[config.mk]
export PLATFORM = sky130hd
export DESIGN_NAME = pipelined_carry_adder
export DESIGN_NICKNAME = d
export VERILOG_FILES = /design/src/rtl/pipelined_carry_adder_pkg.sv /design/src/rtl/pipelined_carry_adder_chunk.sv /design/src/rtl/pipelined_carry_adder.sv
export SDC_FILE = /design/constraint.sdc
export NUM_CORES = 1
export LEC_CHECK = 0
export BUFFER_PORTS_ARGS = -buffer_cell sky130_fd_sc_hd__buf_2
export CORE_UTILIZATION = 55
export CTS_CLUSTER_SIZE = 25
export DETAILED_ROUTE_END_ITERATION = 8
export PLACE_DENSITY = 0.77
export SETUP_SLACK_MARGIN = 0.2
export SKIP_LAST_GASP = 1
export SYNTH_ARGS = -nofsm -noshare
export SYNTH_HDL_FRONTEND = slang
export SYNTH_SLANG_ARGS = --single-unit
[constraint.sdc]
create_clock -name clk -period 10.2 [get_ports clk]
set_input_delay 2.04 -clock clk [delete_from_list [all_inputs] [get_ports clk]]
set_output_delay 2.04 -clock clk [all_outputs]
set_load 0.05 [all_outputs]
[src/rtl/pipelined_carry_adder_pkg.sv]
// Shared arithmetic helpers for the pipelined carry adder: default geometry,
// per-stage bit-range mapping and signed saturation limits.
package pipelined_carry_adder_pkg;

    localparam int DEF_WIDTH  = 32;
    localparam int DEF_STAGES = 4;

    // Lowest result bit handled by stage k.
    function automatic int chunk_lo(input int k, input int chunk);
        return k * chunk;
    endfunction

    function automatic logic [63:0] sat_pos_limit(input int width);
        return (64'd1 << (width - 1)) - 64'd1;
    endfunction

    function automatic logic [63:0] sat_neg_limit(input int width);
        return 64'd1 << (width - 1);
    endfunction

endpackage

[src/rtl/pipelined_carry_adder_chunk.sv]
// Combinational W-bit ripple slice; also exposes the carry entering its MSB
// so the last slice can form the signed overflow flag.
module adder_chunk #(
    parameter int W = 8
) (
    input  logic [W-1:0] a,
    input  logic [W-1:0] b,
    input  logic         ci,
    output logic [W-1:0] s,
    output logic         co,
    output logic         cmsb
);

    if (W == 1) begin : g_one
        assign cmsb    = ci;
        assign {co, s} = {1'b0, a} + {1'b0, b} + {1'b0, ci};
    end else begin : g_multi
        logic [W-2:0] lo;
        assign {cmsb, lo}    = {1'b0, a[W-2:0]} + {1'b0, b[W-2:0]} + {{(W-1){1'b0}}, ci};
        assign {co, s[W-1]}  = {1'b0, a[W-1]} + {1'b0, b[W-1]} + {1'b0, cmsb};
        assign s[W-2:0]      = lo;
    end

endmodule

[src/rtl/pipelined_carry_adder.sv]
// Pipelined adder/subtractor: stage k resolves one CHUNK-bit slice, unprocessed
// operand slices and finished result slices travel with the beat so it exits whole.
module pipelined_carry_adder
    import pipelined_carry_adder_pkg::*;
#(
    parameter int WIDTH  = DEF_WIDTH,
    parameter int STAGES = DEF_STAGES
) (
    input  logic             clk,
    input  logic             rst,
    input  logic             in_valid,
    output logic             in_ready,
    input  logic [WIDTH-1:0] a,
    input  logic [WIDTH-1:0] b,
    input  logic             cin,
    input  logic             sub,
    input  logic             sat,
    output logic             out_valid,
    input  logic             out_ready,
    output logic [WIDTH-1:0] sum,
    output logic             cout,
    output logic             overflow
);

    localparam int CHUNK = WIDTH / STAGES;
    localparam logic [WIDTH-1:0] SAT_POS = WIDTH'(sat_pos_limit(WIDTH));
    localparam logic [WIDTH-1:0] SAT_NEG = WIDTH'(sat_neg_limit(WIDTH));

    logic adv;
    assign adv      = !out_valid || out_ready;
    assign in_ready = adv;

    // op_* feed stage k; st_* sit between stage k and stage k+1.
    logic [WIDTH-1:0] op_a   [STAGES];
    logic [WIDTH-1:0] op_b   [STAGES];
    logic [WIDTH-1:0] op_s   [STAGES];
    logic             op_c   [STAGES];
    logic             op_sat [STAGES];
    logic             op_v   [STAGES];

    logic [WIDTH-1:0] st_a   [STAGES];
    logic [WIDTH-1:0] st_b   [STAGES];
    logic [WIDTH-1:0] st_s   [STAGES];
    logic             st_c   [STAGES];
    logic             st_sat [STAGES];
    logic             st_v   [STAGES];

    logic [WIDTH-1:0] ch_res [STAGES];
    logic             ch_co  [STAGES];
    logic             ch_msb [STAGES];

    for (genvar k = 0; k < STAGES; k++) begin : g_stage
        localparam int LO = chunk_lo(k, CHUNK);
        localparam logic [WIDTH-1:0] MASK = WIDTH'((64'd1 << CHUNK) - 64'd1) << LO;

        logic [CHUNK-1:0] csum;

        if (k == 0) begin : g_in
            // Subtract is folded in here so later stages only ever add.
            assign op_a[k]   = a;
            assign op_b[k]   = sub ? ~b : b;
            assign op_s[k]   = '0;
            assign op_c[k]   = cin ^ sub;
            assign op_sat[k] = sat;
            assign op_v[k]   = in_valid;
        end else begin : g_skew
            assign op_a[k]   = st_a[k-1];
            assign op_b[k]   = st_b[k-1];
            assign op_s[k]   = st_s[k-1];
            assign op_c[k]   = st_c[k-1];
            assign op_sat[k] = st_sat[k-1];
            assign op_v[k]   = st_v[k-1];
        end

        adder_chunk #(.W(CHUNK)) u_chunk (
            .a    (op_a[k][LO +: CHUNK]),
            .b    (op_b[k][LO +: CHUNK]),
            .ci   (op_c[k]),
            .s    (csum),
            .co   (ch_co[k]),
            .cmsb (ch_msb[k])
        );

        assign ch_res[k] = (op_s[k] & ~MASK) | (WIDTH'(csum) << LO);

        if (k < STAGES - 1) begin : g_reg
            always_ff @(posedge clk) begin
                if (rst) begin
                    st_v[k] <= 1'b0;
                end else if (adv) begin
                    st_v[k] <= op_v[k];
                end
                if (adv) begin
                    st_a[k]   <= op_a[k];
                    st_b[k]   <= op_b[k];
                    st_s[k]   <= ch_res[k];
                    st_c[k]   <= ch_co[k];
                    st_sat[k] <= op_sat[k];
                end
            end
        end
    end

    logic last_ovf;
    assign last_ovf = ch_co[STAGES-1] ^ ch_msb[STAGES-1];

    // The last stage writes straight into the output registers.
    always_ff @(posedge clk) begin
        if (rst) begin
            out_valid <= 1'b0;
            sum       <= '0;
            cout      <= 1'b0;
            overflow  <= 1'b0;
        end else if (adv) begin
            out_valid <= op_v[STAGES-1];
            cout      <= ch_co[STAGES-1];
            overflow  <= last_ovf;
            if (op_sat[STAGES-1] && last_ovf) begin
                sum <= op_a[STAGES-1][WIDTH-1] ? SAT_NEG : SAT_POS;
            end else begin
                sum <= ch_res[STAGES-1];
            end
        end
    end

endmodule
* Yosys cells after proc, flatten, opt, wreduce, memory -nomap -nowiden
Memories as Yosys holds them, arrays and structs flattened. A register that Yosys moved wholly into a read port is not among the register bits. Index checks and enable logic that the tools add are counted. Widths: inputs -> output; s select.
Word-level totals: bits in registers 34, memory bits (writable) 396, input bits 71, output and inout bits 36, word-level logic and storage cells 49, memories 6
Memory list:
- st_a | depth 4, bits a word 32, read ports 3, clocked after memory_dff 0, wr ports 3, RTL line pipelined_carry_adder.sv:41 | logic [WIDTH-1:0] st_a [STAGES];
- st_b | depth 4, bits a word 32, read ports 3, clocked after memory_dff 0, wr ports 3, RTL line pipelined_carry_adder.sv:42 | logic [WIDTH-1:0] st_b [STAGES];
- st_s | depth 4, bits a word 32, read ports 3, clocked after memory_dff 0, wr ports 3, RTL line pipelined_carry_adder.sv:43 | logic [WIDTH-1:0] st_s [STAGES];
- st_c | depth 4, bits a word 1, read ports 3, clocked after memory_dff 0, wr ports 3, RTL line pipelined_carry_adder.sv:44 | logic st_c [STAGES];
- st_sat | depth 4, bits a word 1, read ports 3, clocked after memory_dff 0, wr ports 3, RTL line pipelined_carry_adder.sv:45 | logic st_sat [STAGES];
- st_v | depth 4, bits a word 1, read ports 3, clocked after memory_dff 1, wr ports 3, RTL line pipelined_carry_adder.sv:46 | logic st_v [STAGES];
Operators by class: add/sub/neg operators 16, multiplexer cells 12, bitwise operators 9, reductions and logical operators 3
Operators with widths (count):
- $mux 32 | 3
- $add 7x7->8 | 4
- $add 8x1->8 | 4
- $not 32->32 | 1
- $or 24x32->32 | 1
- $or 32x16->32 | 1
- $or 32x24->32 | 1
- $mux 1 | 9
- $add 1x1->2 | 4
- $add 2x1->2 | 4
- $or 1x1->1 | 3
- $xor 1x1->1 | 2
- $logic_and 1x1->1 | 1
- $logic_not 1->1 | 1
- $logic_or 1x1->1 | 1

* Longest topological paths before layout
An unclocked memory read counts as a cell.
depth in word-level cells 7, gate-level depth with buffers 12, gate-level depth less buffers 11

* By module
From an unflattened synthesis, not the netlist that was laid out.
Unflattened totals: cells, all modules 524, area, all modules 7698.6 um^2
By module, submodules not included:
- pipelined_carry_adder | instances 1, cells an instance 356, area each 6362.4 um^2, sequential area each 5295.1 um^2
- adder_chunk | instances 4, cells an instance 42, area each 334.1 um^2, sequential area each 0.0 um^2

* Least setup slack after synthesis
OpenSTA, ideal clock, no wires.
path type in2out, from input out_ready, to output in_ready, arrival time 7.028 ns, data required time 8.160 ns, slack 1.132 ns, stages on the path 4, buffers on the path 2, path through nor2b_1 > clkbuf_1 > clkinv_1 > clkbuf_1
Between the ends: cells in the longest elaborated chain, start to end 1
Ends and longest elaborated chain:
- from (decl) | RTL line pipelined_carry_adder.sv:19 | input logic out_ready,
- $logic_or 1x1->1 | RTL line pipelined_carry_adder.sv:30 | assign adv = !out_valid || out_ready;
- to (decl) | RTL line pipelined_carry_adder.sv:12 | output logic in_ready,
Every way passes these cells.

* Worst setup path in the final report
Same ends and word-level chain as after synthesis.

==> impl_results.md <==
- Status: completed
- Clk_skew: 0.01544 ns
- Minimum clock period: between 5 and 6 ns
- Pleak: around 3.7 nW
- Worst Hold Launch: st_s[0][33]
- Final ANT Viol Nets: 0
- Vias/cell: about 4.9
- Hold_ws: roughly 0.42 ns
- Maximum vdd drop: roughly 0.12 mV
- Commonest register cell after synthesis: edfxtp_1
- CTS Hold Bufs: 0
- Layout area overhead: 17.18%
- Ports: approximately 110
- Combinational power share: roughly 18%
- CTS clock-pin slew for the worst setup and hold paths: about 0.060 ns
- Maximum clock frequency: around 180 MHz
- Largest net degree at the start of global routing: 97
- Fin. Hold Viols: 0
- Mapped cell area: between 0.007 and 0.008 sq mm
- Hpwl dp: 7.302 mm
- Sequential cell area fraction in the yosys report: a little under three quarters
- Diode count: 0
- First-pass GRT wire length: about 18 mm
- Max_cap viols: 0
- Hold Path End: st_s[0][65]
- Net Sw Frac: between 20 and 30%
- H-tree lvl count: 4
- Wire length per cell: about 14 microns
- DRC: 0
- Die Width: about 120 microns
- CTS max path bufs: 2
- Die footprint: 0.01400 sq mm
- Fraction of layout cells with a size suffix above 1: between 20 and 25%
- Vias in the first global route: ~4000
- Postcts setup bufs: 0
- RSZ-0062 raised after global routing: false
- TritonCTS clock tree: done
- Initial Util: 56.21%
- Synthesized instance count: between 500 and 600
- Switching power total: between 0.0005 and 0.0006 W
- Clock Tree Root: clkbuf_16
- Reg2reg end: sum[25]
- Clk Latency, worst-skew pair: between 0.4 and 0.5 ns
- YS warnings: 0
- Post-synth net total: ~620
- CP Capture Type: output pin
- Resize count post-CTS: 0
- # setup viols final: 0
- Number of synthesized register bits: about 190
- Placed inst area: about 0.0081 sq mm
- Core Area: 0.01324 sq mm
- Seq pwr share: between 50 and 60%
- Syn_area_per_cell: 14.57 sq um
- I/O Buffers: between 100 and 150
- Gr usage total: between 10% and 20%
- Hold Crit Depth: 0
- Congestion Overflow GR: 0
- Final #Nets: ~730
- Num CTS Buffers: 17
- Slew margin rel.: a little over a quarter
- Max-slew violation count: 0
- Final period util: between 50% and 60%
- FFs w/ async S/R, synth: 0%
- Final GP Congestion: 0.7706
- Synth unique cells: 38
- Total Power: slightly above 0.002 W
- Pint: between 0.0015 and 0.002 W
- Design area: ~0.0087 sq mm
- Reg2reg start: st_c[0][2]
- Clk pwr share: between 30% and 40%
- Initial DRC Count: roughly 250
- Reg2Reg Depth: 10
- DIE HEIGHT: about 120 microns
- Number of antenna violations at the first check in global routing: 0
- Worst Tran Pin Value: roughly 1.1 ns
- Arr. time, crit path: roughly 3.5 ns
- Std-Cell Rows: 42
- Hold/Removal Path Class: reg2reg
- Startpoint Class: primary input
- Setup TNS Final: 0 ns
- EDFF count, synth: ~150
- Vias after detailed routing: roughly 4000
- Critical path class: in2out
- CP max FO: between 90 and 100
- Pwr dens: between 200 and 250 mW/mm^2
- CP required: roughly 8 ns
- Reg2Reg Setup Slack: approximately 7 ns
- Router iterations before antenna repair: 4
- Clk sinks: about 190
- WL final: 11.09 mm
[Yosys cell counts (2+ instances only)]
cell	instances	share of area [%]
buf_2	6	0.40
nand2b_1	8	0.67
nor3_1	30	2.0
a211oi_1	2	0.20
nor2_1	43	2.2
dfxtp_1	35	9.4
a21o_1	4	0.40
a21oi_1	45	3.0
xor2_1	36	4.2
xnor2_1	13	1.5
a21boi_0	2	0.20
o21a_1	2	0.20
and2_1	4	0.34
o21ai_0	7	0.47
clkbuf_1	9	0.45
nand2_1	17	0.86
buf_4	3	0.30
o21ai_1	2	0.13
o21bai_1	3	0.30
inv_1	31	1.6
fa_1	12	3.2
ha_1	24	4.0
a31oi_1	2	0.17
nor2b_1	5	0.42
edfxtp_1	153	62
[worst max-delay path, stage by stage]
cell and delay, ns:
buf_2 0.09, nor2b_1 0.53, inv_6 0.43, buf_2 0.35
[area by class of cell]
cell class | count | area, sq um
timing repair buffer | 108 | 545.5
multi-input combinational | 273 | 1942
sequential | 188 | 5295
clock buffer | 26 | 510.5
inverter | 32 | 125.1
clock inverter | 6 | 83.83
tap | 176 | 220.2
fill | 985 | 4521
[routing by layer]
metal | wire (microns) | track usage [%]
met5 | 0 | 0
met4 | 180 | 7.853
met3 | 546 | 5.502
met2 | 5542 | 28.82
met1 | 4821 | 20.38
[per-stage QoR]
stage                     setup WS (ns)  util [%]  cells
final                             4.707     65.86    809
after global placement            4.752     61.38    777
after detailed placement          4.699     61.38    777
after global routing              4.573     65.86    809
after CTS                         4.701     65.86    809
after floorplan                   1.132         -    511
[sequential cells by signal, indices dropped and copies added (netlist names)]
name	flops
sum	32
overflow	1
cout	1
st_s	48
st_a	48
st_v	3
st_sat	3
st_b	48
out_valid	1
st_c	3
[power by group through the flow]
stage / Combinational, W / Clock, W / Sequential [W]
after global placement: 0.000361 / 0 / 0.00105
after global routing: 0.000407 / 0.000696 / 0.00105
final: 0.000371 / 0.000650 / 0.00103
after floorplan: 0.000178 / 0 / 0.00115
after CTS: 0.000374 / 0.000664 / 0.00104
after detailed placement: 0.000372 / 0 / 0.00105
[layout by cell type, fill, tap and decap left out, drive strengths merged, types with 3 or more instances in the layout]
| cell | count |
|---|---|
| a211oi | 3 |
| clkbuf | 26 |
| fa | 12 |
| ha | 24 |
| o21bai | 3 |
| a21o | 4 |
| nor2b | 5 |
| inv | 32 |
| dfxtp | 35 |
| nand2b | 8 |
| clkinv | 4 |
| nor2 | 44 |
| nor3 | 30 |
| edfxtp | 153 |
| xor2 | 36 |
| nand2 | 17 |
| and2 | 4 |
| a21oi | 46 |
| buf | 108 |
| o21ai | 9 |
| xnor2 | 13 |
[worst max-delay path by stage]
stage / start / endpoint / slack [ns]
floorplan: out_ready / in_ready / 1.13
global placement: out_ready / in_ready / 4.75
detailed placement: out_ready / in_ready / 4.70
CTS: out_ready / in_ready / 4.70
global route: out_ready / in_ready / 4.57
finish: out_ready / in_ready / 4.71
[cells by family after synthesis]
logic type	Yosys count	synth area share [%]
XOR/XNOR	49	5.766
buffers and inverters	50	2.773
multiplexers	1	0.2017
adder cells (fa/ha/maj)	36	7.262
flip-flops	188	71.14
AND/OR/NAND/NOR	111	6.825
AO/OA/AOI/OAI	76	6.035
Note: power is estimated with default switching activity, not from simulation.
